==> src/rtl/sysbus_arbiter_if.sv <==
// One Sysbus-style port: request/address/data toward the bus, response beats back.
// "master" is the side that issues requests, "slave" is the side that answers them.
interface sysbus_arbiter_if #(
   parameter int BUS_DATA_WIDTH = 64,
   parameter int BUS_TAG_WIDTH  = 13
);
   logic                      reqcyc;
   logic [BUS_DATA_WIDTH-1:0] req;
   logic [BUS_TAG_WIDTH-1:0]  reqtag;
   logic                      reqack;
   logic                      respcyc;
   logic [BUS_DATA_WIDTH-1:0] resp;
   logic [BUS_TAG_WIDTH-1:0]  resptag;
   logic                      respack;

   modport master (
      output reqcyc, req, reqtag, respack,
      input  reqack, respcyc, resp, resptag
   );

   modport slave (
      input  reqcyc, req, reqtag, respack,
      output reqack, respcyc, resp, resptag
   );
endinterface

==> src/rtl/sysbus_arbiter.sv <==
// Two-requester Sysbus arbiter (port 0 = fetch, port 1 = data); grants whole bursts.
// Define SYSBUS_ARB_ROUND_ROBIN_EN for round-robin tie-break; default is fixed priority (port 1 wins).
module sysbus_arbiter #(
   parameter int BUS_DATA_WIDTH = 64,
   parameter int BUS_TAG_WIDTH  = 13,
   parameter int BURST_BEATS    = 8
) (
   input  logic               clk,
   input  logic               reset,
   sysbus_arbiter_if.slave    m0,
   sysbus_arbiter_if.slave    m1,
   sysbus_arbiter_if.master   bus
);
   localparam int CNT_W = $clog2(BURST_BEATS) + 1;
   localparam logic [CNT_W-1:0] LAST_BEAT = CNT_W'(BURST_BEATS - 1);

   typedef enum logic [1:0] {
      IDLE    = 2'd0,
      ADDR    = 2'd1,
      WR_DATA = 2'd2,
      RD_RESP = 2'd3
   } state_t;

   state_t                    r_state;
   state_t                    w_state_nxt;
   logic                      r_owner;
   logic                      w_owner_nxt;
   logic [CNT_W-1:0]          r_beat_cnt;
   logic [CNT_W-1:0]          w_beat_cnt_nxt;
   logic                      w_done;
   logic                      w_winner;

   logic                      w_own_reqcyc;
   logic [BUS_DATA_WIDTH-1:0] w_own_req;
   logic [BUS_TAG_WIDTH-1:0]  w_own_reqtag;
   logic                      w_own_respack;

   logic                      w_fwd_reqack;
   logic                      w_fwd_respcyc;
   logic [BUS_DATA_WIDTH-1:0] w_fwd_resp;
   logic [BUS_TAG_WIDTH-1:0]  w_fwd_resptag;

   assign w_own_reqcyc  = r_owner ? m1.reqcyc  : m0.reqcyc;
   assign w_own_req     = r_owner ? m1.req     : m0.req;
   assign w_own_reqtag  = r_owner ? m1.reqtag  : m0.reqtag;
   assign w_own_respack = r_owner ? m1.respack : m0.respack;

`ifdef SYSBUS_ARB_ROUND_ROBIN_EN
   logic r_rr_ptr;

   // On a tie the pointer picks the port; a lone requester is always granted.
   always_comb begin
      if (m0.reqcyc && m1.reqcyc) begin
         w_winner = r_rr_ptr;
      end else begin
         w_winner = m1.reqcyc;
      end
   end

   always_ff @(posedge clk) begin
      if (reset) begin
         r_rr_ptr <= 1'b0;
      end else if (w_done) begin
         r_rr_ptr <= ~r_owner;
      end
   end
`else
   assign w_winner = m1.reqcyc;
`endif

   always_ff @(posedge clk) begin
      if (reset) begin
         r_state    <= IDLE;
         r_owner    <= 1'b0;
         r_beat_cnt <= '0;
      end else begin
         r_state    <= w_state_nxt;
         r_owner    <= w_owner_nxt;
         r_beat_cnt <= w_beat_cnt_nxt;
      end
   end

   always_comb begin
      w_state_nxt    = r_state;
      w_owner_nxt    = r_owner;
      w_beat_cnt_nxt = r_beat_cnt;
      w_done         = 1'b0;
      bus.reqcyc     = 1'b0;
      bus.req        = '0;
      bus.reqtag     = '0;
      bus.respack    = 1'b0;
      w_fwd_reqack   = 1'b0;
      w_fwd_respcyc  = 1'b0;
      w_fwd_resp     = '0;
      w_fwd_resptag  = '0;

      case (r_state)
         IDLE: begin
            if (m0.reqcyc || m1.reqcyc) begin
               w_owner_nxt = w_winner;
               w_state_nxt = ADDR;
            end
         end

         ADDR: begin
            bus.reqcyc   = w_own_reqcyc;
            bus.req      = w_own_req;
            bus.reqtag   = w_own_reqtag;
            w_fwd_reqack = bus.reqack;
            if (!w_own_reqcyc) begin
               w_state_nxt = IDLE;
            end else if (bus.reqack) begin
               w_beat_cnt_nxt = '0;
               w_state_nxt    = w_own_reqtag[BUS_TAG_WIDTH-1] ? RD_RESP : WR_DATA;
            end
         end

         WR_DATA: begin
            bus.reqcyc   = w_own_reqcyc;
            bus.req      = w_own_req;
            bus.reqtag   = w_own_reqtag;
            w_fwd_reqack = bus.reqack;
            if (w_own_reqcyc && bus.reqack) begin
               w_beat_cnt_nxt = r_beat_cnt + CNT_W'(1);
               if (r_beat_cnt == LAST_BEAT) begin
                  w_state_nxt = IDLE;
                  w_done      = 1'b1;
               end
            end
         end

         RD_RESP: begin
            w_fwd_respcyc = bus.respcyc;
            w_fwd_resp    = bus.resp;
            w_fwd_resptag = bus.resptag;
            bus.respack   = w_own_respack & bus.respcyc;
            if (bus.respcyc && w_own_respack) begin
               w_beat_cnt_nxt = r_beat_cnt + CNT_W'(1);
               if (r_beat_cnt == LAST_BEAT) begin
                  w_state_nxt = IDLE;
                  w_done      = 1'b1;
               end
            end
         end

         default: begin
            w_state_nxt = IDLE;
         end
      endcase
   end

   // The non-owner sees nothing from the bus.
   assign m0.reqack  = w_fwd_reqack  & ~r_owner;
   assign m1.reqack  = w_fwd_reqack  &  r_owner;
   assign m0.respcyc = w_fwd_respcyc & ~r_owner;
   assign m1.respcyc = w_fwd_respcyc &  r_owner;
   assign m0.resp    = r_owner ? '0 : w_fwd_resp;
   assign m1.resp    = r_owner ? w_fwd_resp : '0;
   assign m0.resptag = r_owner ? '0 : w_fwd_resptag;
   assign m1.resptag = r_owner ? w_fwd_resptag : '0;
endmodule

==> src/flat_wrapper.sv <==
// flat-port wrapper written by rule: the top's interface ports become plain ports
module sysbus_arbiter_flat 
#(
   parameter int BUS_DATA_WIDTH = 64,
   parameter int BUS_TAG_WIDTH  = 13,
   parameter int BURST_BEATS    = 8
)
  (clk, reset, m0_reqcyc, m0_req, m0_reqtag, m0_respack, m0_reqack, m0_respcyc, m0_resp, m0_resptag, m1_reqcyc, m1_req, m1_reqtag, m1_respack, m1_reqack, m1_respcyc, m1_resp, m1_resptag, bus_reqcyc, bus_req, bus_reqtag, bus_respack, bus_reqack, bus_respcyc, bus_resp, bus_resptag);
  sysbus_arbiter_if #(.BUS_DATA_WIDTH(BUS_DATA_WIDTH), .BUS_TAG_WIDTH(BUS_TAG_WIDTH)) m0_i ();
  sysbus_arbiter_if #(.BUS_DATA_WIDTH(BUS_DATA_WIDTH), .BUS_TAG_WIDTH(BUS_TAG_WIDTH)) m1_i ();
  sysbus_arbiter_if #(.BUS_DATA_WIDTH(BUS_DATA_WIDTH), .BUS_TAG_WIDTH(BUS_TAG_WIDTH)) bus_i ();
  input  logic clk;
  input  logic reset;
  input wire logic [$bits(m0_i.reqcyc)-1:0] m0_reqcyc;
  input wire logic [$bits(m0_i.req)-1:0] m0_req;
  input wire logic [$bits(m0_i.reqtag)-1:0] m0_reqtag;
  input wire logic [$bits(m0_i.respack)-1:0] m0_respack;
  output wire logic [$bits(m0_i.reqack)-1:0] m0_reqack;
  output wire logic [$bits(m0_i.respcyc)-1:0] m0_respcyc;
  output wire logic [$bits(m0_i.resp)-1:0] m0_resp;
  output wire logic [$bits(m0_i.resptag)-1:0] m0_resptag;
  input wire logic [$bits(m1_i.reqcyc)-1:0] m1_reqcyc;
  input wire logic [$bits(m1_i.req)-1:0] m1_req;
  input wire logic [$bits(m1_i.reqtag)-1:0] m1_reqtag;
  input wire logic [$bits(m1_i.respack)-1:0] m1_respack;
  output wire logic [$bits(m1_i.reqack)-1:0] m1_reqack;
  output wire logic [$bits(m1_i.respcyc)-1:0] m1_respcyc;
  output wire logic [$bits(m1_i.resp)-1:0] m1_resp;
  output wire logic [$bits(m1_i.resptag)-1:0] m1_resptag;
  output wire logic [$bits(bus_i.reqcyc)-1:0] bus_reqcyc;
  output wire logic [$bits(bus_i.req)-1:0] bus_req;
  output wire logic [$bits(bus_i.reqtag)-1:0] bus_reqtag;
  output wire logic [$bits(bus_i.respack)-1:0] bus_respack;
  input wire logic [$bits(bus_i.reqack)-1:0] bus_reqack;
  input wire logic [$bits(bus_i.respcyc)-1:0] bus_respcyc;
  input wire logic [$bits(bus_i.resp)-1:0] bus_resp;
  input wire logic [$bits(bus_i.resptag)-1:0] bus_resptag;
  assign m0_i.reqcyc = m0_reqcyc;
  assign m0_i.req = m0_req;
  assign m0_i.reqtag = m0_reqtag;
  assign m0_i.respack = m0_respack;
  assign m0_reqack = m0_i.reqack;
  assign m0_respcyc = m0_i.respcyc;
  assign m0_resp = m0_i.resp;
  assign m0_resptag = m0_i.resptag;
  assign m1_i.reqcyc = m1_reqcyc;
  assign m1_i.req = m1_req;
  assign m1_i.reqtag = m1_reqtag;
  assign m1_i.respack = m1_respack;
  assign m1_reqack = m1_i.reqack;
  assign m1_respcyc = m1_i.respcyc;
  assign m1_resp = m1_i.resp;
  assign m1_resptag = m1_i.resptag;
  assign bus_reqcyc = bus_i.reqcyc;
  assign bus_req = bus_i.req;
  assign bus_reqtag = bus_i.reqtag;
  assign bus_respack = bus_i.respack;
  assign bus_i.reqack = bus_reqack;
  assign bus_i.respcyc = bus_respcyc;
  assign bus_i.resp = bus_resp;
  assign bus_i.resptag = bus_resptag;
  sysbus_arbiter #(.BUS_DATA_WIDTH(BUS_DATA_WIDTH), .BUS_TAG_WIDTH(BUS_TAG_WIDTH), .BURST_BEATS(BURST_BEATS)) u_core (.clk(clk), .reset(reset), .m0(m0_i), .m1(m1_i), .bus(bus_i));
endmodule
==> config.mk <==
export PLATFORM = sky130hd
export DESIGN_NAME = sysbus_arbiter_flat
export DESIGN_NICKNAME = d
export VERILOG_FILES = /design/src/rtl/sysbus_arbiter_if.sv /design/src/rtl/sysbus_arbiter.sv /design/src/flat_wrapper.sv
export SDC_FILE = /design/constraint.sdc
export NUM_CORES = 1
export LEC_CHECK = 0
export CORE_AREA = 2 2 183 185
export DETAILED_ROUTE_END_ITERATION = 12
export DIE_AREA = 0 0 185 187
export SKIP_LAST_GASP = 1
export SLEW_MARGIN = 20
export SYNTH_ARGS = -nofsm -noshare
export SYNTH_HDL_FRONTEND = slang
export SYNTH_SLANG_ARGS = --single-unit
==> constraint.sdc <==
create_clock -name clk -period 1.6 [get_ports clk]
set_input_delay 0.16 -clock clk [delete_from_list [all_inputs] [get_ports clk]]
set_output_delay 0.16 -clock clk [all_outputs]
set_load 0.01 [all_outputs]
==> summary by stage, run 1 <==
Logic synthesis
After Yosys synthesis, and, or, nand and nor cells account for between 50% and 60% of the synthesized area. The synthesized netlist devotes slightly below 3% of its cell area to adder and majority cells. The portion of synthesized area spent on multiplexers is ~28%. The post-synthesis sequential element count is 7. The instance count of the mapped netlist is about 420. The number of library cell types mapped by synthesis is 30.

During synthesis, Yosys emitted a total of 0 warnings. When the netlist entered floorplanning its net count stood at between 600 and 700. The post-synthesis average cell area is around 7.0 sq um. The sequential cell area fraction in the yosys report is 4.73%. The dominant combinational cell family by area after synthesis is simple AND/OR/NAND/NOR gates. The area share of xor/xnor cells in the synthesized design is 0%. The cell area after synthesis is a little under 0.003 sq mm.

The complex-gate fraction of the synthesized area is 3.85%.

Outcome
The run finished, with violations left. The checks that failed: setup timing.

Timing
The worst clock skew on the final layout is 0.00550 ns. Final hold analysis gives a worst-case slack of 0.493 ns. The setup violation total in the final timing report is roughly 210. The final critical-path setup slack is -0.275 ns. The max-slew violation count came to 0. The final hold violation count was 0.

The remaining max-slew budget at the tightest pin is between 80% and 90%. Setup repair after global routing could not meet its margin everywhere. The maximum achievable frequency is ~530 MHz.

For the pin with the worst max-slew slack, the measured transition is 0.264 ns. The final clock period utilization by the worst path is 117%. The worst path in the final design needs a cycle of around 1.9 ns, including I/O delays and setup.

Layout
The leading cell type in the layout, fill and taps excluded is sky130_fd_sc_hd__clkdlybuf4s50_1. The post-route standard cell area excluding fillers is roughly 0.0095 sq mm. The layout-stage area growth over the synthesis result is 220%.

Leaving out fill and tap cells, the most frequent cells in the layout are 240 x sky130_fd_sc_hd__clkdlybuf4s50_1, 75 x sky130_fd_sc_hd__mux2i_1, 71 x sky130_fd_sc_hd__clkbuf_2. The number of diodes is 0. The post-layout net count is 1,207.

In the final layout, the share of cells above drive strength 1 is 43.8%. The number of filler cells placed in the layout is 3,546.

Detailed routing
The remaining number of nets flagged by the antenna check after routing is 0. The uppermost layer routed is met5. The first-pass iteration count of the detailed router is 4. The total number of vias is between 5,000 and 6,000. Dividing the detail-routed via count by the number of cells gives ~3.6. The total length of routed wires is 23,400 um. The detailed router finished its first iteration with between 150 and 200 violations. The average wire length per cell after detail routing is roughly 17 um. The routed metal-1 wire length is 9740 um. The number of remaining DRC errors is 0. The met3 routed wirelength is around 1400 um. After detailed routing, the met2 layer carries roughly 12,000 um of wire.

Clock tree
The clock latency of the later-clocked register in the worst-skew pair is between 0.2 and 0.25 ns. The depth of the CTS H-tree is 1. The clock tree from TritonCTS is done.

The longest clock path from root to sink contains 2 buffers. The clock drives 7 sinks. The cell sitting at the root of the clock tree is a sky130_fd_sc_hd__clkbuf_16.

The total clock buffers created by CTS is 3. The hold-fix buffer count after cts is 0. The clock-pin transition on the worst setup and hold timing paths is ~0.04 ns.

Power and ir drop
The register share of total power is 3.5%. The net switching power is slightly below 3 mW. The combinational share of power is around nine tenths. The internal power of the cells totals 4.30 mW. Net switching is around 40% of the power.

The worst-case IR drop observed on VDD is 0.847 mV. In this run, the clock network consumes slightly above 6% of the power. The leakage power of the design is 4.53 nW. Dividing total power by cell area gives a power density of between 700 and 800 mW/mm^2.

Worst setup path
The critical path goes through buf_6 -> ha_4 -> nor2b_4 -> buf_12 -> buf_12 -> clkbuf_16 -> and2_4 -> buf_6. STA puts the critical path data required time at 1.44 ns. On the critical path the largest part of the delay comes from buffers and inverters. The biggest cell delay along the critical path is between 0.3 and 0.4 ns. The nature of the critical path startpoint is a flip-flop. Data arrives at the worst endpoint at about 1.7 ns. The class of the most critical setup path is flip-flop to output port.

The total buffers and inverters traversed by the critical path is 5. STA classifies the critical path endpoint as an output port. The slowest stage of the critical path is the sky130_fd_sc_hd__dfxtp_2 cell.

The maximum fanout encountered on the critical timing path is 8.

Global route
The via count of the first global-routing pass is 4,857. The residual overflow from global routing is 0. The overall fraction of global-route tracks in use is about a tenth. The first global-routing pass estimated 29,000 um of wire. The largest net degree at the start of global routing is 35. The initial antenna violation count was 1.

Die
The core region is about 0.033 sq mm. From bottom edge to top edge, the die measures ~190 um. Once the floorplan was initialized, standard cells occupied roughly 9% of the core. The width of the die is between 150 and 200 um. After floorplanning, the core was divided into 67 placement rows. The floorplan step defined a die boundary enclosing around 0.035 sq mm. In this run the count of I/O pins placed on the die edge is 476.

Place
The routability congestion estimate is between 0.8 and 0.9. The estimated wirelength of the detail-placed design is roughly 16,000 um. The placed instances occupy a cell area of roughly 0.0087 sq mm. The count of port buffers added during placement is about 480.

Worst hold path
The path class of the tightest hold or removal check is flip-flop to flip-flop.

Job
Max-cap violations in this run came to 0.
-- through the flow --
step                utilization [%]  total power, mW  cells  worst slack [ns]  TNS (ns)
floorplan                         -             2.54    423           -0.0358   -0.0689
global placement               26.4             5.81   1352            -0.334    -57.76
detailed placement             26.4             5.84   1352            -0.342    -57.39
CTS                            26.8             6.06   1364            -0.299    -55.21
global route                   28.8             7.63   1408            -0.323    -47.02
finish                         28.8             7.19   1408            -0.275    -34.37
-- power by group through the flow --
| stage | Sequential [mW] | Combinational [mW] | Clock, mW |
|---|---|---|---|
| finish | 0.250 | 6.50 | 0.436 |
| global route | 0.255 | 6.92 | 0.457 |
| detailed placement | 0.260 | 5.58 | 0 |
| CTS | 0.257 | 5.36 | 0.446 |
| floorplan | 0.242 | 2.30 | 0 |
| global placement | 0.258 | 5.56 | 0 |
-- kinds of logic (layout without fill, tap and decap cells) --
family | after synthesis | count (layout)
flip-flops | 7 | 7
AND/OR/NAND/NOR | 262 | 262
buffers and inverters | 48 | 585
AO/OA/AOI/OAI | 17 | 17
multiplexers | 82 | 82
adder cells (fa/ha/maj) | 7 | 7
-- metal layers --
metal | up-vias | GRT usage, %
met5 | - | 0
met1 | 2352 | 13.0
li1 | 2527 | -
met4 | 2 | 1.28
met2 | 205 | 20.2
met3 | 26 | 1.46
-- synth_stat cells --
cell type                  count  share of area (%)
sky130_fd_sc_hd__a31oi_1       1               0.21
sky130_fd_sc_hd__o21ai_0       4               0.68
sky130_fd_sc_hd__a31o_2        1               0.30
sky130_fd_sc_hd__o2111a_1      1               0.38
sky130_fd_sc_hd__nand3b_1      1               0.25
sky130_fd_sc_hd__clkbuf_1     33                4.2
sky130_fd_sc_hd__or2_2         1               0.21
sky130_fd_sc_hd__nand3_1       3               0.51
sky130_fd_sc_hd__o21a_1        1               0.25
sky130_fd_sc_hd__o31ai_1       2               0.51
sky130_fd_sc_hd__mux2i_1      79                 27
sky130_fd_sc_hd__mux2_2        3                1.1
sky130_fd_sc_hd__inv_1         5               0.63
sky130_fd_sc_hd__nand4_1       1               0.21
sky130_fd_sc_hd__nor3b_1       2               0.51
sky130_fd_sc_hd__and2_1       79                 17
sky130_fd_sc_hd__or4_1         1               0.25
sky130_fd_sc_hd__buf_2         8                1.4
sky130_fd_sc_hd__ha_1          7                3.0
sky130_fd_sc_hd__nor3_1        2               0.34
sky130_fd_sc_hd__and3_1       79                 17
sky130_fd_sc_hd__nand2_1       4               0.51
sky130_fd_sc_hd__nor2_1       11                1.4
sky130_fd_sc_hd__nor2b_1      78                 16
sky130_fd_sc_hd__a21oi_1       4               0.68
sky130_fd_sc_hd__buf_4         1               0.25
sky130_fd_sc_hd__o21ba_2       1               0.34
sky130_fd_sc_hd__a22oi_1       2               0.51
sky130_fd_sc_hd__dfxtp_1       7                4.7
sky130_fd_sc_hd__buf_1         1               0.13
-- final timing paths --
| path | start | to | slack [ns] | cells past startpoint |
|---|---|---|---|---|
| setup / recovery | u_core.r_state[1]$_SDFFE_PP0P_ | m0_resp[53] | -0.27 | 8 |
| hold / removal | u_core.r_beat_cnt[3]$_SDFFE_PP0P_ | u_core.r_beat_cnt[3]$_SDFFE_PP0P_ | 0.49 | 2 |
| setup reg to reg | u_core.r_state[1]$_SDFFE_PP0P_ | u_core.r_state[0]$_SDFFE_PP0P_ | -0.23 | 7 |
| hold reg to reg | u_core.r_beat_cnt[3]$_SDFFE_PP0P_ | u_core.r_beat_cnt[3]$_SDFFE_PP0P_ | 0.49 | 2 |
-- repair_timing --
action                     in CTS  in global routing
setup endpoints to repair     243                243
pin swaps                       1                 24
gates cloned                    4                 17
buffers inserted                4                 28
resized for setup             447                518
-- worst min-delay path, stage by stage, from the launching register on --
cell	delay, ns
sky130_fd_sc_hd__dfxtp_1	0.32
sky130_fd_sc_hd__o31ai_2	0.07
sky130_fd_sc_hd__a21oi_1	0.06
-- registers in the layout, indices dropped and copies added (netlist names) --
name / count
u_core.r_owner: 1
u_core.r_beat_cnt: 4
u_core.r_state: 2
-- layout make-up --
class	count	area (sq um)	share of cell area, %
Sequential cell	7	149	1.57
Multi-Input combinational cell	368	3010	31.8
Clock buffer	4	78.8	0.833
Timing Repair Buffer	576	5640	59.6
Inverter	5	21.3	0.225
Tap cell	448	561	5.93
No activity file was read; power rests on OpenSTA's default activity.
==> inputs of run 2 (changes only) <==
--- a/config.mk
+++ b/config.mk
@@ -5,9 +5,10 @@
 export SDC_FILE = /design/constraint.sdc
 export NUM_CORES = 1
 export LEC_CHECK = 0
-export CORE_AREA = 2 2 183 185
+export ABC_AREA = 1
+export CORE_AREA = 2 2 184 186
 export DETAILED_ROUTE_END_ITERATION = 12
-export DIE_AREA = 0 0 185 187
+export DIE_AREA = 0 0 186 188
 export SKIP_LAST_GASP = 1
 export SLEW_MARGIN = 20
 export SYNTH_ARGS = -nofsm -noshare
==> run 2 against run 1 <==
The flow still finishes with violations (setup timing). Non-clock buffer count grew 36. Clock power grew 2%. Setup slack gained 0.047 ns. Critical path depth shrank 1. Global-route usage grew 2.2 points. Maximum frequency grew 2.6%. Utilization shrank 0.58 points. Clock skew shrank 0.0043 ns. Via count grew 22%. Largest cell class unchanged. Largest power group unchanged.
==> summary by stage, run 2 <==
Outcome
The run finished, with violations left. The checks that failed: setup timing.

Power and ir drop
The worst supply voltage drop on vdd was 0.687 mV (-19%). The power density relative to cell area was 1110 mW/mm^2 (+46%). The leakage power of the design is 4.48 nW (-1.1%).

Logic synthesis
The count of flip-flops with a built-in enable after synthesis is 0 (unchanged). The cell taking the most area after synthesis is sky130_fd_sc_hd__nor3_1. The cell area after synthesis was 0.00300 sq mm (+1.3%).

The most instantiated flip-flop cell in the synthesis netlist is sky130_fd_sc_hd__dfxtp_1. The fraction of registers with async set/reset is 0% (unchanged). The post-synthesis sequential element count came to 7 (unchanged). The post-synthesis average cell area is 4.84 sq um (-31%). The number of library cell types mapped by synthesis is 28 (-6.7%). The share of the synthesized area in the top cell type is 26.4% (-0.35 points). Yosys attributes the largest share of cell area to sky130_fd_sc_hd__nor3_1 26%, sky130_fd_sc_hd__nor2_1 21%, sky130_fd_sc_hd__o21ai_0 13%, sky130_fd_sc_hd__inv_1 12%, sky130_fd_sc_hd__dfxtp_1 4.7%. Yosys instantiated no cell more often than sky130_fd_sc_hd__nor2_1. The count of synthesis-stage warnings from yosys is 0 (unchanged). The instance count of the mapped netlist is 620 (+47%).

The sequential cell area fraction in the yosys report is 4.67% (-0.061 points). By count the netlist is led by 168 x sky130_fd_sc_hd__nor2_1, 158 x sky130_fd_sc_hd__nor3_1, 93 x sky130_fd_sc_hd__inv_1. The net count after synthesis is 866 (+29%).

Place
The count of port buffers added during placement was 475 (unchanged). The estimated wirelength of the detail-placed design is 19,700 um (+20%). The routability congestion estimate came to 0.863 (+0.92%).

Worst setup path
Among all stages on the critical path, the largest delay is contributed by sky130_fd_sc_hd__dfxtp_2. Walking the worst path, the cells encountered are buf_4 -> ha_4 -> inv_16 -> buf_12 -> buf_4 -> nor3_4 -> buf_2. The critical path capture point type is an output port. The biggest cell delay along the critical path is 0.34 ns (+0.02 ns). The setup path with the least slack is of type flip-flop to output port. The critical path's most frequent cell is sky130_fd_sc_hd__buf_4. The worst setup path is launched from a flip-flop. The arrival time of data at the critical path endpoint is 1.67 ns (-0.04 ns). The critical path data required time is 1.44 ns (about the same). The maximum fanout encountered on the critical timing path came to 31 (+23).

Timing
The final total negative setup slack is -20.53 ns (+13.84 ns). The transition time at the pin with the least slew margin was 0.305 ns (+0.0409 ns). The worst clock skew on the final layout came to 0.00123 ns (-0.00427 ns). The maximum achievable frequency is 547 MHz (+2.6%). The max-slew violation count is 0 (unchanged). The setup violation total in the final timing report is 230 (+10%). The remaining max-slew budget at the tightest pin came to 79.6% (-2.2 points). The final critical-path setup slack came to -0.227 ns (+0.0473 ns). Setup repair after global routing could not meet its margin everywhere. The time the worst path needs with I/O delays and setup is 1.83 ns (-0.0473 ns).

The final clock period utilization by the worst path is 114% (-3.0 points). The final hold violation count is 0 (unchanged).

Global route
The wire length of the first global-routing pass is 34,400 um (+19%). The overall fraction of global-route tracks in use is 12.9% (+2.2 points). The largest net degree at the start of global routing is 54 (+54%). The initial antenna violation count was 1 (unchanged).

The via count of the first global-routing pass is 6,083 (+25%). The residual overflow from global routing is 0 (unchanged).

Detailed routing
The remaining number of nets flagged by the antenna check after routing was 0 (unchanged). The number of remaining DRC errors came to 0 (unchanged). The total number of vias is 6,246 (+22%). The average wire length per cell after detail routing is 17.1 um (+2.9%). The DRC marker count from the first detailed-route iteration is 199 (+31%).

The via count normalized by instance count was 3.84 (+5.8%). The first-pass iteration count of the detailed router came to 4 (unchanged). The total length of routed wires is 27,800 um (+19%).

Layout
The core utilization of the finished layout is 28.2% (-0.58 points). The number of diodes came to 0 (unchanged). Leaving out fill and tap cells, the most frequent cell in the layout is sky130_fd_sc_hd__clkdlybuf4s50_1. The post-layout net count is 1,425 (+18%).

The number of filler cells placed in the layout was 3,650 (+2.9%). Leaving out fill and tap cells, the most frequent cells in the layout are 238 x sky130_fd_sc_hd__clkdlybuf4s50_1, 214 x sky130_fd_sc_hd__buf_2, 162 x sky130_fd_sc_hd__nor2_1. The number of flip-flops under the largest register name is 4 (unchanged).

The register with the most flip-flops in the final layout is u_core.r_beat_cnt. The layout-stage area growth over the synthesis result is 211%. In the final layout, the registers with the most flip-flops are u_core.r_beat_cnt (4), u_core.r_state (2), u_core.r_owner (1). The layout cell share with drive strength beyond 1 came to 46.3% (+2.5 points).

Clock tree
The number of sinks handled by clock tree synthesis came to 7 (unchanged). The depth of the CTS H-tree is 1 (unchanged). The clock-pin transition on the worst setup and hold timing paths is 0.04 ns (about the same). The maximum root-to-sink buffer count came to 2 (unchanged). The total clock buffers created by CTS was 3 (unchanged). The root buffer cell is sky130_fd_sc_hd__clkbuf_16. TritonCTS built the clock tree. The clock latency of the later-clocked register in the worst-skew pair is 0.24 ns (about the same). The hold-fix buffer count after cts was 0 (unchanged).

Die
The die area is 0.0350 sq mm (+1.1%). The y dimension of the die is 188 um (+0.53%). The initial core utilization was 9.06% (+0.049 points). The standard cell core area came to 0.0331 sq mm (+0.77%).

The number of I/O pins was 476 (unchanged). The width of the die is 186 um (+0.54%). The floorplan row count is 67 (unchanged).

Job
The count of maximum capacitance violations is 0 (unchanged).

Worst hold path
The tightest min-delay check is of the flip-flop to flip-flop type.
[run 2: cell types whose count changed in the layout (fill, tap and decap cells not counted), sizes merged, moves of 36 or more]
cell | previous run | this run
o21ai | 4 | 78
nor2 | 11 | 169
clkbuf | 89 | 21
and3 | 79 | 0
nor2b | 78 | 0
inv | 5 | 96
and2 | 79 | 0
nor3 | 2 | 158
buf | 197 | 349
mux2i | 79 | 0
clkdlybuf4s15 | 38 | 2
[run 2: critical path, delay by kind of cell (launching register included)]
family	cells	cell delay [ns]
buf+inv	5	0.67
simple gates	1	0.18
fa+ha+maj	1	0.19
flops	1	0.34
[run 2: cell type report]
class | count | area [sq um] | share of cell area (%)
Multi-Input combinational cell | 458 | 2980 | 31.9
Clock buffer | 4 | 78.8 | 0.844
Timing Repair Buffer | 612 | 5170 | 55.4
Tap cell | 448 | 561 | 6.00
Timing Repair inverter | 1 | 8.76 | 0.0938
Sequential cell | 7 | 146 | 1.57
Inverter | 96 | 389 | 4.17
[run 2: final timing paths]
check,start,endpoint,slack [ns],cells after the start
worst max-delay path,u_core.r_state[0]$_SDFFE_PP0P_,m1_resp[54],-0.23,7
worst min-delay path,u_core.r_beat_cnt[2]$_SDFFE_PP0P_,u_core.r_beat_cnt[2]$_SDFFE_PP0P_,0.52,2
worst max register to register,u_core.r_owner$_SDFFE_PP0P_,u_core.r_beat_cnt[1]$_SDFFE_PP0P_,0.06,10
worst min register to register,u_core.r_beat_cnt[2]$_SDFFE_PP0P_,u_core.r_beat_cnt[2]$_SDFFE_PP0P_,0.52,2
[run 2: cell families after synthesis]
family / after synthesis / share of synthesized area [%]
DFF: 7 / 4.67
xor gates and xnor gates: 1 / 0.292
AOI/OAI and AO/OA: 85 / 14.4
adders and majority gates: 7 / 2.92
buffers and inverters: 155 / 22.7
and+or+nand+nor: 365 / 55.1
[run 2: timing repair]
| item | in CTS | in global routing |
|---|---|---|
| resized for setup | 626 | 647 |
| setup buffers | 11 | 30 |
| setup endpoints to repair | 237 | 243 |
| pin swaps | 23 | 78 |
| cloned | 4 | 11 |
[run 2: report_power, final]
group	internal, mW	switching, mW	total (mW)	leakage [nW]
clock	0.333	0.112	0.445	0.0382
sequential	0.231	0.0653	0.297	0.0589
combinational	4.60	5.05	9.65	4.39
total	5.17	5.22	10.4	4.48
[run 2: metrics by stage]
stage | hold WS (ns) | worst slack [ns] | cells | area (sq um) | total power, mW
after floorplan | 0.229 | -0.00662 | 620 | 3000 | 3.44
after global placement | 0.503 | -0.538 | 1572 | 8790 | 7.74
after detailed placement | 0.513 | -0.531 | 1572 | 8790 | 7.74
after CTS | 0.518 | -0.278 | 1590 | 8810 | 8.71
after global routing | 0.540 | -0.284 | 1626 | 9340 | 11.1
final | 0.518 | -0.227 | 1626 | 9340 | 10.4
[run 2: routing by layer]
layer	global-route usage [%]	vias to the layer above	part of all wire, %
li1	-	3099	-
met1	14.1	2801	40
met2	25.1	317	51
met3	2.29	29	7.3
met4	3.03	0	1.9
met5	0	-	0
==> inputs of run 3 (changes only) <==
--- a/config.mk
+++ b/config.mk
@@ -7,10 +7,11 @@
 export LEC_CHECK = 0
 export ABC_AREA = 1
 export CORE_AREA = 2 2 184 186
+export CTS_CLUSTER_SIZE = 10
 export DETAILED_ROUTE_END_ITERATION = 12
 export DIE_AREA = 0 0 186 188
+export RECOVER_POWER = 25
 export SKIP_LAST_GASP = 1
-export SLEW_MARGIN = 20
 export SYNTH_ARGS = -nofsm -noshare
 export SYNTH_HDL_FRONTEND = slang
 export SYNTH_SLANG_ARGS = --single-unit
==> results of run 3 <==
Same layout as run 2: the final DEF is identical, and so are final timing and power.
